**src/rtl/ex_alu_stage_pkg.sv**
```systemverilog
// Shared ALUop encodings and width for the EX-stage ALU and any future consumers of alu_core.
// Codes not listed here, including ALU_XXX, are treated as illegal by the datapath.
package ex_alu_stage_pkg;

   localparam int ALU_W = 4;

   localparam logic [ALU_W-1:0] ALU_ADDU = 4'd0;
   localparam logic [ALU_W-1:0] ALU_SUBU = 4'd1;
   localparam logic [ALU_W-1:0] ALU_AND  = 4'd2;
   localparam logic [ALU_W-1:0] ALU_OR   = 4'd3;
   localparam logic [ALU_W-1:0] ALU_XOR  = 4'd4;
   localparam logic [ALU_W-1:0] ALU_NOR  = 4'd5;
   localparam logic [ALU_W-1:0] ALU_SLT  = 4'd6;
   localparam logic [ALU_W-1:0] ALU_SLTU = 4'd7;
   localparam logic [ALU_W-1:0] ALU_SLL  = 4'd8;
   localparam logic [ALU_W-1:0] ALU_SRL  = 4'd9;
   localparam logic [ALU_W-1:0] ALU_SRA  = 4'd10;
   localparam logic [ALU_W-1:0] ALU_LUI  = 4'd11;
   localparam logic [ALU_W-1:0] ALU_BEQ  = 4'd12;
   localparam logic [ALU_W-1:0] ALU_BNE  = 4'd13;
   localparam logic [ALU_W-1:0] ALU_XXX  = 4'd15;

   function automatic logic is_branch_op(input logic [ALU_W-1:0] op);
      return (op == ALU_BEQ) || (op == ALU_BNE);
   endfunction

endpackage

```
**src/rtl/ex_alu_stage_alu_core.sv**
```systemverilog
// Purely combinational ALU: result, branch resolution and illegal-op flag from alu_op, a, b.
// Zero latency, no flow control; shared by the EX stage and any later compare/forwarding unit.
module alu_core
   import ex_alu_stage_pkg::*;
#(
   parameter int DW = 32
)
(
   input  logic [ALU_W-1:0] alu_op,
   input  logic [DW-1:0]    a,
   input  logic [DW-1:0]    b,
   output logic [DW-1:0]    result,
   output logic             br_taken,
   output logic             is_branch,
   output logic             illegal
);

   logic [4:0] shamt;
   assign shamt = a[4:0];

   always_comb begin
      result    = '0;
      br_taken  = 1'b0;
      is_branch = is_branch_op(alu_op);
      illegal   = 1'b0;
      case (alu_op)
         ALU_ADDU: result = a + b;
         ALU_SUBU: result = a - b;
         ALU_AND:  result = a & b;
         ALU_OR:   result = a | b;
         ALU_XOR:  result = a ^ b;
         ALU_NOR:  result = ~(a | b);
         ALU_SLT:  result = {{(DW-1){1'b0}}, ($signed(a) < $signed(b))};
         ALU_SLTU: result = {{(DW-1){1'b0}}, (a < b)};
         ALU_SLL:  result = b << shamt;
         ALU_SRL:  result = b >> shamt;
         ALU_SRA:  result = $signed(b) >>> shamt;
         ALU_LUI:  result = b << 16;
         ALU_BEQ: begin
            result   = a - b;
            br_taken = (a == b);
         end
         ALU_BNE: begin
            result   = a - b;
            br_taken = (a != b);
         end
         // ALU_XXX and unassigned codes still flow so MEM/WB can raise the exception
         default:  illegal = 1'b1;
      endcase
   end

endmodule

```
**src/rtl/ex_alu_stage.sv**
```systemverilog
// EX-stage ALU plus single-entry EX/MEM register; 1-cycle latency, full throughput.
// in_ready = !out_valid || out_ready, so a MEM stall holds all outputs and back-pressures ID/EX.
module ex_alu_stage
   import ex_alu_stage_pkg::*;
#(
   parameter int DW   = 32,
   parameter int SB_W = 8
)
(
   input  logic             clk,
   input  logic             reset,
   input  logic             in_valid,
   output logic             in_ready,
   input  logic [ALU_W-1:0] alu_op,
   input  logic [DW-1:0]    a,
   input  logic [DW-1:0]    b,
   input  logic [SB_W-1:0]  sb_in,
   input  logic             flush,
   output logic             out_valid,
   input  logic             out_ready,
   output logic [DW-1:0]    result,
   output logic [SB_W-1:0]  sb_out,
   output logic             br_valid,
   output logic             br_taken,
   output logic             illegal
);

   logic [DW-1:0] alu_result;
   logic          alu_br_taken;
   logic          alu_is_branch;
   logic          alu_illegal;
   logic          capture;

   alu_core #(.DW(DW)) u_alu_core (
      .alu_op    (alu_op),
      .a         (a),
      .b         (b),
      .result    (alu_result),
      .br_taken  (alu_br_taken),
      .is_branch (alu_is_branch),
      .illegal   (alu_illegal)
   );

   assign in_ready = !out_valid || out_ready;
   assign capture  = in_valid && in_ready && !flush;

   // flush beats capture and drain; result/sb_out are left stale when out_valid drops
   always_ff @(posedge clk or posedge reset) begin
      if (reset) begin
         out_valid <= 1'b0;
         result    <= '0;
         sb_out    <= '0;
         br_valid  <= 1'b0;
         br_taken  <= 1'b0;
         illegal   <= 1'b0;
      end else if (flush) begin
         out_valid <= 1'b0;
         br_valid  <= 1'b0;
         br_taken  <= 1'b0;
         illegal   <= 1'b0;
      end else if (capture) begin
         out_valid <= 1'b1;
         result    <= alu_result;
         sb_out    <= sb_in;
         br_valid  <= alu_is_branch;
         br_taken  <= alu_br_taken;
         illegal   <= alu_illegal;
      end else if (out_ready) begin
         out_valid <= 1'b0;
         br_valid  <= 1'b0;
         br_taken  <= 1'b0;
         illegal   <= 1'b0;
      end
   end

endmodule

```
**config.mk**
```make
export PLATFORM = sky130hd
export DESIGN_NAME = ex_alu_stage
export DESIGN_NICKNAME = d
export VERILOG_FILES = /design/src/rtl/ex_alu_stage_pkg.sv /design/src/rtl/ex_alu_stage_alu_core.sv /design/src/rtl/ex_alu_stage.sv
export SDC_FILE = /design/constraint.sdc
export NUM_CORES = 1
export LEC_CHECK = 0
export ABC_AREA = 1
export BUFFER_PORTS_ARGS = -buffer_cell sky130_fd_sc_hd__buf_2
export CAP_MARGIN = 20
export CORE_MARGIN = 1
export CORE_UTILIZATION = 30
export DETAILED_ROUTE_END_ITERATION = 8
export PLACE_DENSITY_LB_ADDON = 0.2
export SLEW_MARGIN = 20
export SYNTH_ARGS = -nofsm -noshare
export SYNTH_HDL_FRONTEND = slang
export SYNTH_SLANG_ARGS = --single-unit
```
**constraint.sdc**
```tcl
create_clock -name clk -period 1.8 [get_ports clk]
set_input_delay 0.27 -clock clk [delete_from_list [all_inputs] [get_ports clk]]
set_output_delay 0.27 -clock clk [all_outputs]
set_load 0.05 [all_outputs]
```
Word-level counts from Yosys, hierarchy flattened --
Index checks and enable logic that the tools add are counted.
Storage, ports and cells: register bits after elaboration 44, bits of input ports 81, output and inout bits 45, logic and storage cells 56
Operators by class: $add $sub $neg 2, magnitude comparators 2, eq/ne operators 15, shifts and indexed selects 3, muxes and demuxes 12, bitwise gates (word level) 5, reduce and logical (&&, ||, !) cells 11
Operator list (number):
- one-hot mux 32 bit (12 select lines) | 1
- less-than comparator 32 bit | 2
- adder 32 bit | 1
- bitwise AND 32 bit | 1
- == test 32 bit | 1
- != test 32 bit | 1
- NOT 32 bit | 1
- OR 32 bit | 1
- << shifter 32 x 5 -> 32 bit | 1
- right shift 32 x 5 -> 32 bit | 1
- >>> shifter 32 x 5 -> 32 bit | 1
- subtractor 32 bit | 1
- XOR 32 bit | 1
- == test 4 bit (second input constant) | 6
- == test 4 x 3 -> 1 bit (second input constant) | 4
- OR reduction 14 bit | 1
- 2-to-1 mux 1 bit | 10
- == test 4 x 2 -> 1 bit (second input constant) | 2
- == test 4 x 1 -> 1 bit (second input constant) | 1
- zero test 4 bit | 1
- nonzero test 3 bit | 1
- OR reduction 3 bit | 1
- logical AND 1 bit | 2
- zero test 1 bit | 2
- 4 further kinds | 5

Longest topological paths before layout --
Gate-level depths: netlist of run 1.
word-level depth 6, depth in mapped cells 20, gate-level depth less buffers 18

Hierarchy --
A second synthesis of run 1 with hierarchy kept.
Unflattened totals: cell total of the unflattened synthesis 2365, area total of the unflattened synthesis 12214.2 um^2
Modules (own cells, without submodules):
- alu_core | times used 1, cells each 2171, area an instance 10427.5 um^2, seq. area each 0.0 um^2
- ex_alu_stage | times used 1, cells each 194, area an instance 1786.7 um^2, seq. area each 1101.1 um^2

Least setup slack after synthesis of run 1 --
OpenSTA, ideal clock, no wires.
kind input-to-reg, start input a[3], end register result[18], setup time 0.120 ns, data arrival time 2.341 ns, data required time 1.680 ns, path slack -0.662 ns, stages 20, buffers on the path 4, cells stage by stage buf_2 > inv_2 > buf_2 > buf_1 > ha_1 > buf_2 > inv_1 > nand2_1 > nand2_1 > nand2_1 > nand3_1 > nand2_1 > nand2_1 > nand2_1 > nand2_1 > nand2_1 > nand3_1 > nand2_1 > o21ai_1 > nand2_1
On the way: cells in the longest elaborated chain, start to end 2, elaborated cells on any way between the ends 6, classes of those cells add/sub: 2; shift: 3; mux: 1
Ends and longest elaborated chain:
- start: declaration | RTL line ex_alu_stage.sv:15 | input logic [DW-1:0] a,
- subtractor 32 bit, or another cell as far along | RTL line ex_alu_stage_alu_core.sv:28, ex_alu_stage_alu_core.sv:40, ex_alu_stage_alu_core.sv:44
- one-hot mux 32 bit (12 select lines) * | RTL line ex_alu_stage_alu_core.sv:26 | case (alu_op)
- end signal: assignment | RTL line ex_alu_stage.sv:63 | result <= alu_result;
- end: declaration | RTL line ex_alu_stage.sv:21 | output logic [DW-1:0] result,
Every way passes the cells marked *; elsewhere a longest branch is shown, timed or not. A chain may end at the register's enable or synchronous reset.

Worst setup path after layout of run 1 --
start input a[0], end register result[13]
The elaborated chain is that of the path after synthesis.

==> run_summary.xml, run 1 <==
<?xml version="1.0" encoding="UTF-8"?>
<metrics>
  <group name="timing">
    <metric name="post-route-worst-setup-slack" unit="ns">-0.107</metric>
    <metric name="setup_violations" unit="">22</metric>
    <metric name="clock_skew" unit="ns">0.00481</metric>
    <metric name="minimum_clock_period" unit="ns">1.91</metric>
    <metric name="report.final.hold_viol_count" unit="">3</metric>
    <metric name="whs" unit="ns">-0.000976</metric>
    <metric name="final-max-slew-violation-count" unit="">0</metric>
    <metric name="tightestPinTransition" unit="ns">0.411</metric>
    <metric name="rsz_0062_raised_after_global_routing" unit="">yes</metric>
    <metric name="final.period_utilization" unit="%">106</metric>
    <metric name="fmax" unit="GHz">0.524</metric>
    <metric name="timing.slew.headroom" unit="%">72.4</metric>
  </group>
  <group name="floorplanning">
    <metric name="die_area" unit="µm²">41600</metric>
    <metric name="die_height" unit="µm">204</metric>
    <metric name="number_of_core_rows" unit="">73</metric>
    <metric name="die_w" unit="µm">204</metric>
    <metric name="starting_density_of_the_core" unit="%">30.6</metric>
    <metric name="floorplan.io_pins" unit="">126</metric>
    <metric name="core-area" unit="µm²">40000</metric>
  </group>
  <group name="final_layout">
    <metric name="fin_nets" unit="">3182</metric>
    <metric name="final_antenna_diode_count" unit="">0</metric>
    <metric name="sequential_cell_area" unit="µm²">1100</metric>
    <metric name="syn2layout_area_growth" unit="%">67.1</metric>
    <metric name="multi_input_area" unit="µm²">11700</metric>
    <metric name="nFillCells" unit="">4186</metric>
    <metric name="finish.utilization" unit="%">51.2</metric>
    <metric name="proportion_of_layout_cells_with_a_drive_suffix_above_1" unit="%">42.4</metric>
  </group>
  <group name="worst_setup_path">
    <metric name="timing_worst_setup_path_type" unit="">in -&gt; reg</metric>
    <metric name="endpoint_kind" unit="">flop</metric>
    <metric name="start_kind" unit="">input pin</metric>
    <metric name="crit_fanout" unit="">6</metric>
    <metric name="timing.critical_path.arrival" unit="ns">2.10</metric>
    <metric name="crit_required" unit="ns">1.99</metric>
  </group>
  <group name="synthesis">
    <metric name="post_synthesis_area_per_instance" unit="µm²">5.12</metric>
    <metric name="syn_nets" unit="">2579</metric>
    <metric name="count_leader_synth" unit="">nand2_1</metric>
    <metric name="synth_top_area_share" unit="%">26.9</metric>
    <metric name="asyncSetResetFlopFracSynth" unit="%">100</metric>
    <metric name="netlist.top_cell.by_area" unit="">nand2_1</metric>
    <metric name="synthFlopType" unit="">dfrtp_1</metric>
    <metric name="mappedNetlistArea" unit="µm²">12300</metric>
    <metric name="synth_cell_type_count" unit="">48</metric>
    <metric name="yosys_register_bits" unit="">44</metric>
    <metric name="synth.cells.most_frequent" unit="">nand2_1 (879), nand3_1 (457), inv_1 (330)</metric>
    <metric name="ys_top_cells_by_area" unit="">nand2_1 (27%), nand3_1 (19%), ha_1 (11%)</metric>
    <metric name="netlist_instances" unit="">2393</metric>
    <metric name="synth.yosys.seq_area_share" unit="%">8.99</metric>
    <metric name="number_of_enable_flip_flop_cells_after_synthesis" unit="">0</metric>
    <metric name="ys.warnings.count" unit="">0</metric>
  </group>
  <group name="grt">
    <metric name="grt_pass1_vias" unit="">18000</metric>
    <metric name="antenna_violations_before_repair" unit="">0</metric>
    <metric name="pin_count_of_the_biggest_net_entering_global_routing" unit="">45</metric>
    <metric name="grt_remaining_overflow" unit="">0</metric>
    <metric name="grtUsageTotal" unit="%">35.3</metric>
    <metric name="global_route_wire_length_before_repair" unit="mm">109</metric>
  </group>
  <group name="power_and_ir_drop">
    <metric name="ir_worst_vdd" unit="mV">0.330</metric>
    <metric name="report.power.total" unit="µW">9040</metric>
    <metric name="net_switching_fraction_of_the_power" unit="%">52.8</metric>
    <metric name="total_leakage_power" unit="µW">0.0112</metric>
    <metric name="p_sw" unit="µW">4770</metric>
    <metric name="combPwrFrac" unit="%">74.4</metric>
    <metric name="sequential_power_share" unit="%">14.2</metric>
    <metric name="internal_power" unit="µW">4270</metric>
    <metric name="powerDensity" unit="nW/µm²">441</metric>
    <metric name="power.clock.fraction" unit="%">11.4</metric>
  </group>
  <group name="place">
    <metric name="gp_congestion" unit="">1.06</metric>
    <metric name="portBuffers" unit="">125</metric>
    <metric name="final_hpwl_dp" unit="mm">61.4</metric>
  </group>
  <group name="flow_run">
    <metric name="cap_violations" unit="">0</metric>
  </group>
  <group name="status">
    <metric name="outcome" unit="">finished with violations</metric>
    <metric name="failing_checks" unit="">negative hold slack, negative setup slack</metric>
  </group>
  <group name="clocking">
    <metric name="cts.root.buffer_cell" unit="">clkbuf_16</metric>
    <metric name="clk_latency_worst_skew_pair" unit="ns">0.31</metric>
    <metric name="cts_tree" unit="">yes</metric>
    <metric name="clock-sinks" unit="">44</metric>
    <metric name="htree_num_levels" unit="">2</metric>
    <metric name="cts.clk_slew.worst_paths" unit="ns">0.07</metric>
    <metric name="max-clock-path-buffers" unit="">2</metric>
    <metric name="cts.hold.buffers_added" unit="">0</metric>
    <metric name="cts_bufs_inserted" unit="">5</metric>
  </group>
  <group name="routing">
    <metric name="route.detailed.drc" unit="">0</metric>
    <metric name="wire_per_inst" unit="µm">21.5</metric>
    <metric name="routed_wl" unit="mm">75.7</metric>
    <metric name="number_of_antenna_violating_nets_in_the_routed_design" unit="">0</metric>
    <metric name="drt-initial-drc-count" unit="">1858</metric>
    <metric name="drtPass1Iterations" unit="">6</metric>
    <metric name="vias" unit="">18800</metric>
    <metric name="viasPerCell" unit="">5.35</metric>
  </group>
  <group name="min_path">
    <metric name="worstHoldPathType" unit="">in -&gt; async</metric>
  </group>
</metrics>
routing by layer:
| metal | track usage, % | up-vias | share of wire [%] |
|---|---|---|---|
| li1 | - | 8840 | - |
| met1 | 45.2 | 8835 | 40 |
| met4 | 19.8 | 0 | 7.1 |
| met3 | 4.08 | 230 | 7.9 |
| met5 | 0 | - | 0 |
| met2 | 57.4 | 937 | 45 |
stage by stage:
step,instance area [µm²],TNS (ns),cells,setup slack [ns]
after detailed placement,17500,-19.47,3486,-0.917
after global placement,17500,-18.99,3486,-0.936
final,20500,-0.743,3522,-0.107
after floorplan,12500,-4.29,2393,-0.240
after CTS,19300,-0.418,3510,-0.0727
after global routing,20500,-2.42,3522,-0.149
cells by family (layout without fill, tap and decap cells):
group / count (synthesis) / after routing / synth area share [%]
flip-flops: 44 / 44 / 8.99
adder cells (fa/ha/maj): 105 / 105 / 10.8
buffers and inverters: 451 / 1055 / 14.9
XOR/XNOR: 2 / 2 / 0.143
AND/OR/NAND/NOR: 1609 / 1609 / 56.4
AO/OA/AOI/OAI: 182 / 182 / 8.74
cell type report:
type,instances,share of cell area [%]
multi-input combinational,1898,57.2
timing repair buffer,704,26.9
clock inverter,2,0.0489
inverter,343,6.54
tap,525,3.21
clock buffer,6,0.678
sequential,44,5.38
what timing repair did:
item                                    4_1_cts  5_1_grt
endpoints found under the setup margin       33       33
resized for setup                           359      342
hold endpoints to repair                      0        0
pin swaps                                    78      130
cloned                                        4        0
buffers inserted                             14       12
power by group through the flow:
stage / Combinational, µW / Sequential [µW] / Clock [µW]
finish: 6730 / 1280 / 1030
global route: 7110 / 1300 / 1080
CTS: 6140 / 1290 / 1050
detailed placement: 5560 / 1300 / 0
global placement: 5540 / 1300 / 0
floorplan: 2390 / 1850 / 0
registers in the layout, indices dropped and copies added, names as in the netlist:
name	count
out_valid	1
br_valid	1
sb_out	8
result	32
illegal	1
br_taken	1
final timing paths:
check,cells past startpoint,start,slack [ns],to
max reg2reg,7,out_valid,0.35,result[7]
min reg2reg,2,result[5],0.48,result[5]
min,3,reset,-0.001,result[17]
min in group clk,2,flush,0.13,out_valid
max,14,a[0],-0.11,result[13]
max in group asynchronous,3,reset,1.55,br_taken
worst max-delay path, cell delays in order:
cell       delay (ns)
buf_12           0.11
inv_8            0.05
bufbuf_16        0.27
nand2_2          0.08
nand3_2          0.09
nand3_2          0.10
nand2_2          0.07
buf_4            0.14
o211ai_1         0.29
nand2_1          0.15
nor2_4           0.21
nand3_4          0.13
nand2_4          0.09
nand2_2          0.05
layout by cell type (no fill, tap or decap), types with 12 or more instances in the layout:
cell type / synthesis / routed
inv_2: 12 / 61
buf_2: 58 / 103
ha_4: 0 / 33
a21oi_1: 55 / 26
nand2_2: 4 / 134
nor2_2: 6 / 59
nand2_4: 3 / 36
buf_6: 3 / 30
a21oi_2: 0 / 27
nand2_1: 879 / 716
o21ai_0: 44 / 19
and2_1: 16 / 12
dfrtp_1: 44 / 44
nor2_1: 171 / 93
nor2_4: 1 / 26
nand3_2: 0 / 98
o211ai_1: 21 / 21
nand4_1: 37 / 37
inv_1: 330 / 269
nand3_1: 457 / 338
ha_1: 103 / 67
buf_12: 0 / 21
o21ai_2: 1 / 12
o22ai_1: 22 / 22
buf_4: 9 / 544
nand3_4: 0 / 21
o21ai_1: 10 / 23
No activity file was read; power rests on OpenSTA's default activity.
==> run 2, diff against run 1 <==
- ABC_AREA: 1 -> not set
- CORE_UTILIZATION: 30 -> 45
==> run 2 against run 1 <==
Against the previous run: the flow finishes with violations (negative setup slack); sequential cell count stayed put; area after synthesis shrank 12%; clock skew fell by 0.0014 ns; via count shrank 17%; first-iteration DRC count increased by 16%; combinational power decreased by 2%; clock-buffer cell count down 1; clock power is 9.7% higher; critical path depth down 2; utilization is 26 points higher; setup slack got worse by 0.83 ns; critical endpoint is now result[21]; largest cell class unchanged; highest routed layer is now met5.
==> run_summary.xml, run 2 <==
<?xml version="1.0" encoding="UTF-8"?>
<metrics>
  <group name="floorplanning">
    <metric name="die_w" unit="µm">157</metric>
    <metric name="starting_density_of_the_core" unit="%">45.9</metric>
    <metric name="floorplan.io_pins" unit="">126</metric>
    <metric name="die_height" unit="µm">157</metric>
    <metric name="core-area" unit="µm²">23500</metric>
    <metric name="die_area" unit="µm²">24600</metric>
    <metric name="number_of_core_rows" unit="">56</metric>
  </group>
  <group name="grt">
    <metric name="grt_pass1_vias" unit="">14800</metric>
    <metric name="antenna_violations_before_repair" unit="">4</metric>
    <metric name="global_route_wire_length_before_repair" unit="mm">88.2</metric>
    <metric name="grtUsageTotal" unit="%">48.4</metric>
    <metric name="pin_count_of_the_biggest_net_entering_global_routing" unit="">66</metric>
    <metric name="grt_remaining_overflow" unit="">0</metric>
  </group>
  <group name="synthesis">
    <metric name="ys.warnings.count" unit="">0</metric>
    <metric name="ys_top_cells_by_area" unit="">ha_1 (12%), dfrtp_1 (10%), mux4_2 (8.8%)</metric>
    <metric name="number_of_enable_flip_flop_cells_after_synthesis" unit="">0</metric>
    <metric name="synth.yosys.seq_area_share" unit="%">10.2</metric>
    <metric name="netlist_instances" unit="">1455</metric>
    <metric name="synth.cells.most_frequent" unit="">nor2_1 (173), a21oi_1 (135), nand2_1 (114)</metric>
    <metric name="synthFlopType" unit="">dfrtp_1</metric>
    <metric name="synth_top_area_share" unit="%">12.0</metric>
    <metric name="syn_nets" unit="">1641</metric>
    <metric name="mappedNetlistArea" unit="µm²">10800</metric>
    <metric name="netlist.top_cell.by_area" unit="">ha_1</metric>
    <metric name="post_synthesis_area_per_instance" unit="µm²">7.40</metric>
    <metric name="count_leader_synth" unit="">nor2_1</metric>
    <metric name="yosys_register_bits" unit="">44</metric>
    <metric name="synth_cell_type_count" unit="">92</metric>
    <metric name="asyncSetResetFlopFracSynth" unit="%">100</metric>
  </group>
  <group name="routing">
    <metric name="route.detailed.drc" unit="">0</metric>
    <metric name="wire_per_inst" unit="µm">26.3</metric>
    <metric name="routedLengthMet1" unit="mm">22.7</metric>
    <metric name="drtPass1Iterations" unit="">8</metric>
    <metric name="routed.top_layer" unit="">met5</metric>
    <metric name="drt-initial-drc-count" unit="">2151</metric>
    <metric name="routed-wl-met2" unit="mm">27.2</metric>
    <metric name="number_of_antenna_violating_nets_in_the_routed_design" unit="">0</metric>
    <metric name="viasPerCell" unit="">6.61</metric>
    <metric name="dr_wl_met3" unit="mm">7.13</metric>
    <metric name="vias" unit="">15700</metric>
    <metric name="routed_wl" unit="mm">62.5</metric>
  </group>
  <group name="final_layout">
    <metric name="largestRegisters" unit="">result: 32 flops, sb_out: 8 flops</metric>
    <metric name="finish.utilization" unit="%">77.2</metric>
    <metric name="finalInstanceArea" unit="µm²">18100</metric>
    <metric name="fin_nets" unit="">2239</metric>
    <metric name="proportion_of_layout_cells_with_a_drive_suffix_above_1" unit="%">52.7</metric>
    <metric name="nFillCells" unit="">1677</metric>
    <metric name="top_register" unit="">result</metric>
    <metric name="largest_reg_flops" unit="">32</metric>
    <metric name="most-common-layout-cells" unit="">buf_4 (525), nor2_1 (144), buf_2 (113)</metric>
    <metric name="syn2layout_area_growth" unit="%">68.3</metric>
    <metric name="layout.cells.most_common" unit="">buf_4</metric>
  </group>
  <group name="status">
    <metric name="outcome" unit="">finished with violations</metric>
    <metric name="failing_checks" unit="">negative setup slack</metric>
  </group>
  <group name="clocking">
    <metric name="htree_num_levels" unit="">2</metric>
    <metric name="clock-sinks" unit="">44</metric>
    <metric name="cts.root.buffer_cell" unit="">clkbuf_16</metric>
    <metric name="cts_bufs_inserted" unit="">5</metric>
    <metric name="cts_tree" unit="">yes</metric>
    <metric name="max-clock-path-buffers" unit="">2</metric>
    <metric name="cts.clk_slew.worst_paths" unit="ns">0.07</metric>
    <metric name="clk_latency_worst_skew_pair" unit="ns">0.30</metric>
  </group>
  <group name="min_path">
    <metric name="worstHoldPathType" unit="">in -&gt; reg</metric>
  </group>
  <group name="timing">
    <metric name="final.period_utilization" unit="%">152</metric>
    <metric name="report.final.hold_viol_count" unit="">0</metric>
    <metric name="tightestPinTransition" unit="ns">0.722</metric>
    <metric name="final-max-slew-violation-count" unit="">0</metric>
    <metric name="timing.slew.headroom" unit="%">51.7</metric>
    <metric name="minimum_clock_period" unit="ns">2.73</metric>
    <metric name="totalNegativeSetupSlack" unit="ns">-22.91</metric>
    <metric name="setup_violations" unit="">33</metric>
    <metric name="rsz_0062_raised_after_global_routing" unit="">yes</metric>
    <metric name="clock_skew" unit="ns">0.00342</metric>
    <metric name="fmax" unit="GHz">0.366</metric>
    <metric name="post-route-worst-setup-slack" unit="ns">-0.932</metric>
  </group>
  <group name="worst_setup_path">
    <metric name="start_kind" unit="">input pin</metric>
    <metric name="critical_path.cell_chain" unit="">buf_12, buf_12, buf_12, buf_12, buf_8, mux4_2, mux2i_1, o21ai_1, a21oi_1, o221ai_2, a2111o_1, a32o_1</metric>
    <metric name="most_frequent_cell_on_the_critical_path" unit="">buf_12</metric>
    <metric name="timing_worst_setup_path_type" unit="">in -&gt; reg</metric>
    <metric name="endpoint_kind" unit="">flop</metric>
    <metric name="timing.critical_path.arrival" unit="ns">2.92</metric>
    <metric name="crit_family" unit="">compound AO/OA/AOI/OAI gates</metric>
    <metric name="crit_fanout" unit="">6</metric>
    <metric name="crit_required" unit="ns">1.99</metric>
    <metric name="slowest_stage" unit="">mux4_2</metric>
    <metric name="crit_buf_inv" unit="">5</metric>
    <metric name="largest_stage_delay_on_the_critical_path" unit="ns">0.52</metric>
  </group>
  <group name="flow_run">
    <metric name="cap_violations" unit="">0</metric>
  </group>
  <group name="power_and_ir_drop">
    <metric name="ir_worst_vdd" unit="mV">0.437</metric>
    <metric name="total_leakage_power" unit="µW">0.00824</metric>
    <metric name="report.power.total" unit="µW">8960</metric>
    <metric name="powerDensity" unit="nW/µm²">494</metric>
  </group>
  <group name="place">
    <metric name="final_hpwl_dp" unit="mm">47.5</metric>
    <metric name="post_dp_cell_area" unit="µm²">15600</metric>
    <metric name="gp_congestion" unit="">1.08</metric>
    <metric name="portBuffers" unit="">125</metric>
  </group>
</metrics>
run 2: where the power goes:
group | switching (µW) | leakage [µW] | total [µW] | internal (µW)
sequential | 106 | 0.000562 | 1250 | 1150
clock | 467 | 0.0000804 | 1130 | 662
combinational | 3780 | 0.00760 | 6570 | 2790
total | 4360 | 0.00824 | 8960 | 4600
run 2: cells by family after synthesis:
family                   after synthesis  synth area share [%]
AO/OA/AOI/OAI                        516                  33.0
AND/OR/NAND/NOR                      446                  18.9
buffers and inverters                213                  8.33
multiplexers                         122                  16.5
adder cells (fa/ha/maj)              105                  12.3
flip-flops                            44                  10.2
XOR/XNOR                               9                 0.732
run 2: through the flow:
stage | hold WS, ns | instances | setup WS (ns)
after floorplan | 0.329 | 1455 | -1.26
after global placement | 0.231 | 2318 | -1.41
after detailed placement | 0.240 | 2318 | -1.46
after CTS | 0.190 | 2361 | -0.841
after global routing | 0.201 | 2375 | -1.06
final | 0.197 | 2376 | -0.932
run 2: final timing paths:
check / startpoint / to / slack [ns] / depth (start not counted)
worst max-delay path: a[0] / result[21] / -0.93 / 12
worst min-delay path: sb_in[6] / sb_out[6] / 0.20 / 2
worst max register to register: out_valid / result[18] / -0.38 / 9
worst min register to register: result[7] / result[7] / 0.47 / 2
max in group asynchronous: reset / result[0] / 0.78 / 4
min in group asynchronous: reset / sb_out[0] / 0.48 / 3
run 2: final cells by class:
cell class | count | area [µm²] | share of cell area [%]
timing repair buffer | 706 | 5460 | 30.2
antenna | 3 | 7.51 | 0.0414
tap | 319 | 399 | 2.20
clock buffer | 5 | 125 | 0.691
inverter | 98 | 419 | 2.31
multi-input combinational | 1198 | 10600 | 58.3
clock inverter | 3 | 46.3 | 0.256
sequential | 44 | 1100 | 6.08
run 2: timing repair:
item,in CTS,in global routing
setup buffers,37,17
pin swaps,103,95
endpoints found under the setup margin,33,33
endpoints found under the hold margin,13,0
gates resized for setup,265,177
hold buffers,1,0
cloned,1,1
run 2: routing by layer:
layer | track usage [%] | vias to the layer above
met4 | 34.5 | 2
met3 | 11.6 | 323
met1 | 57.8 | 7475
met5 | 0 | -
met2 | 76.3 | 1242
li1 | - | 6675
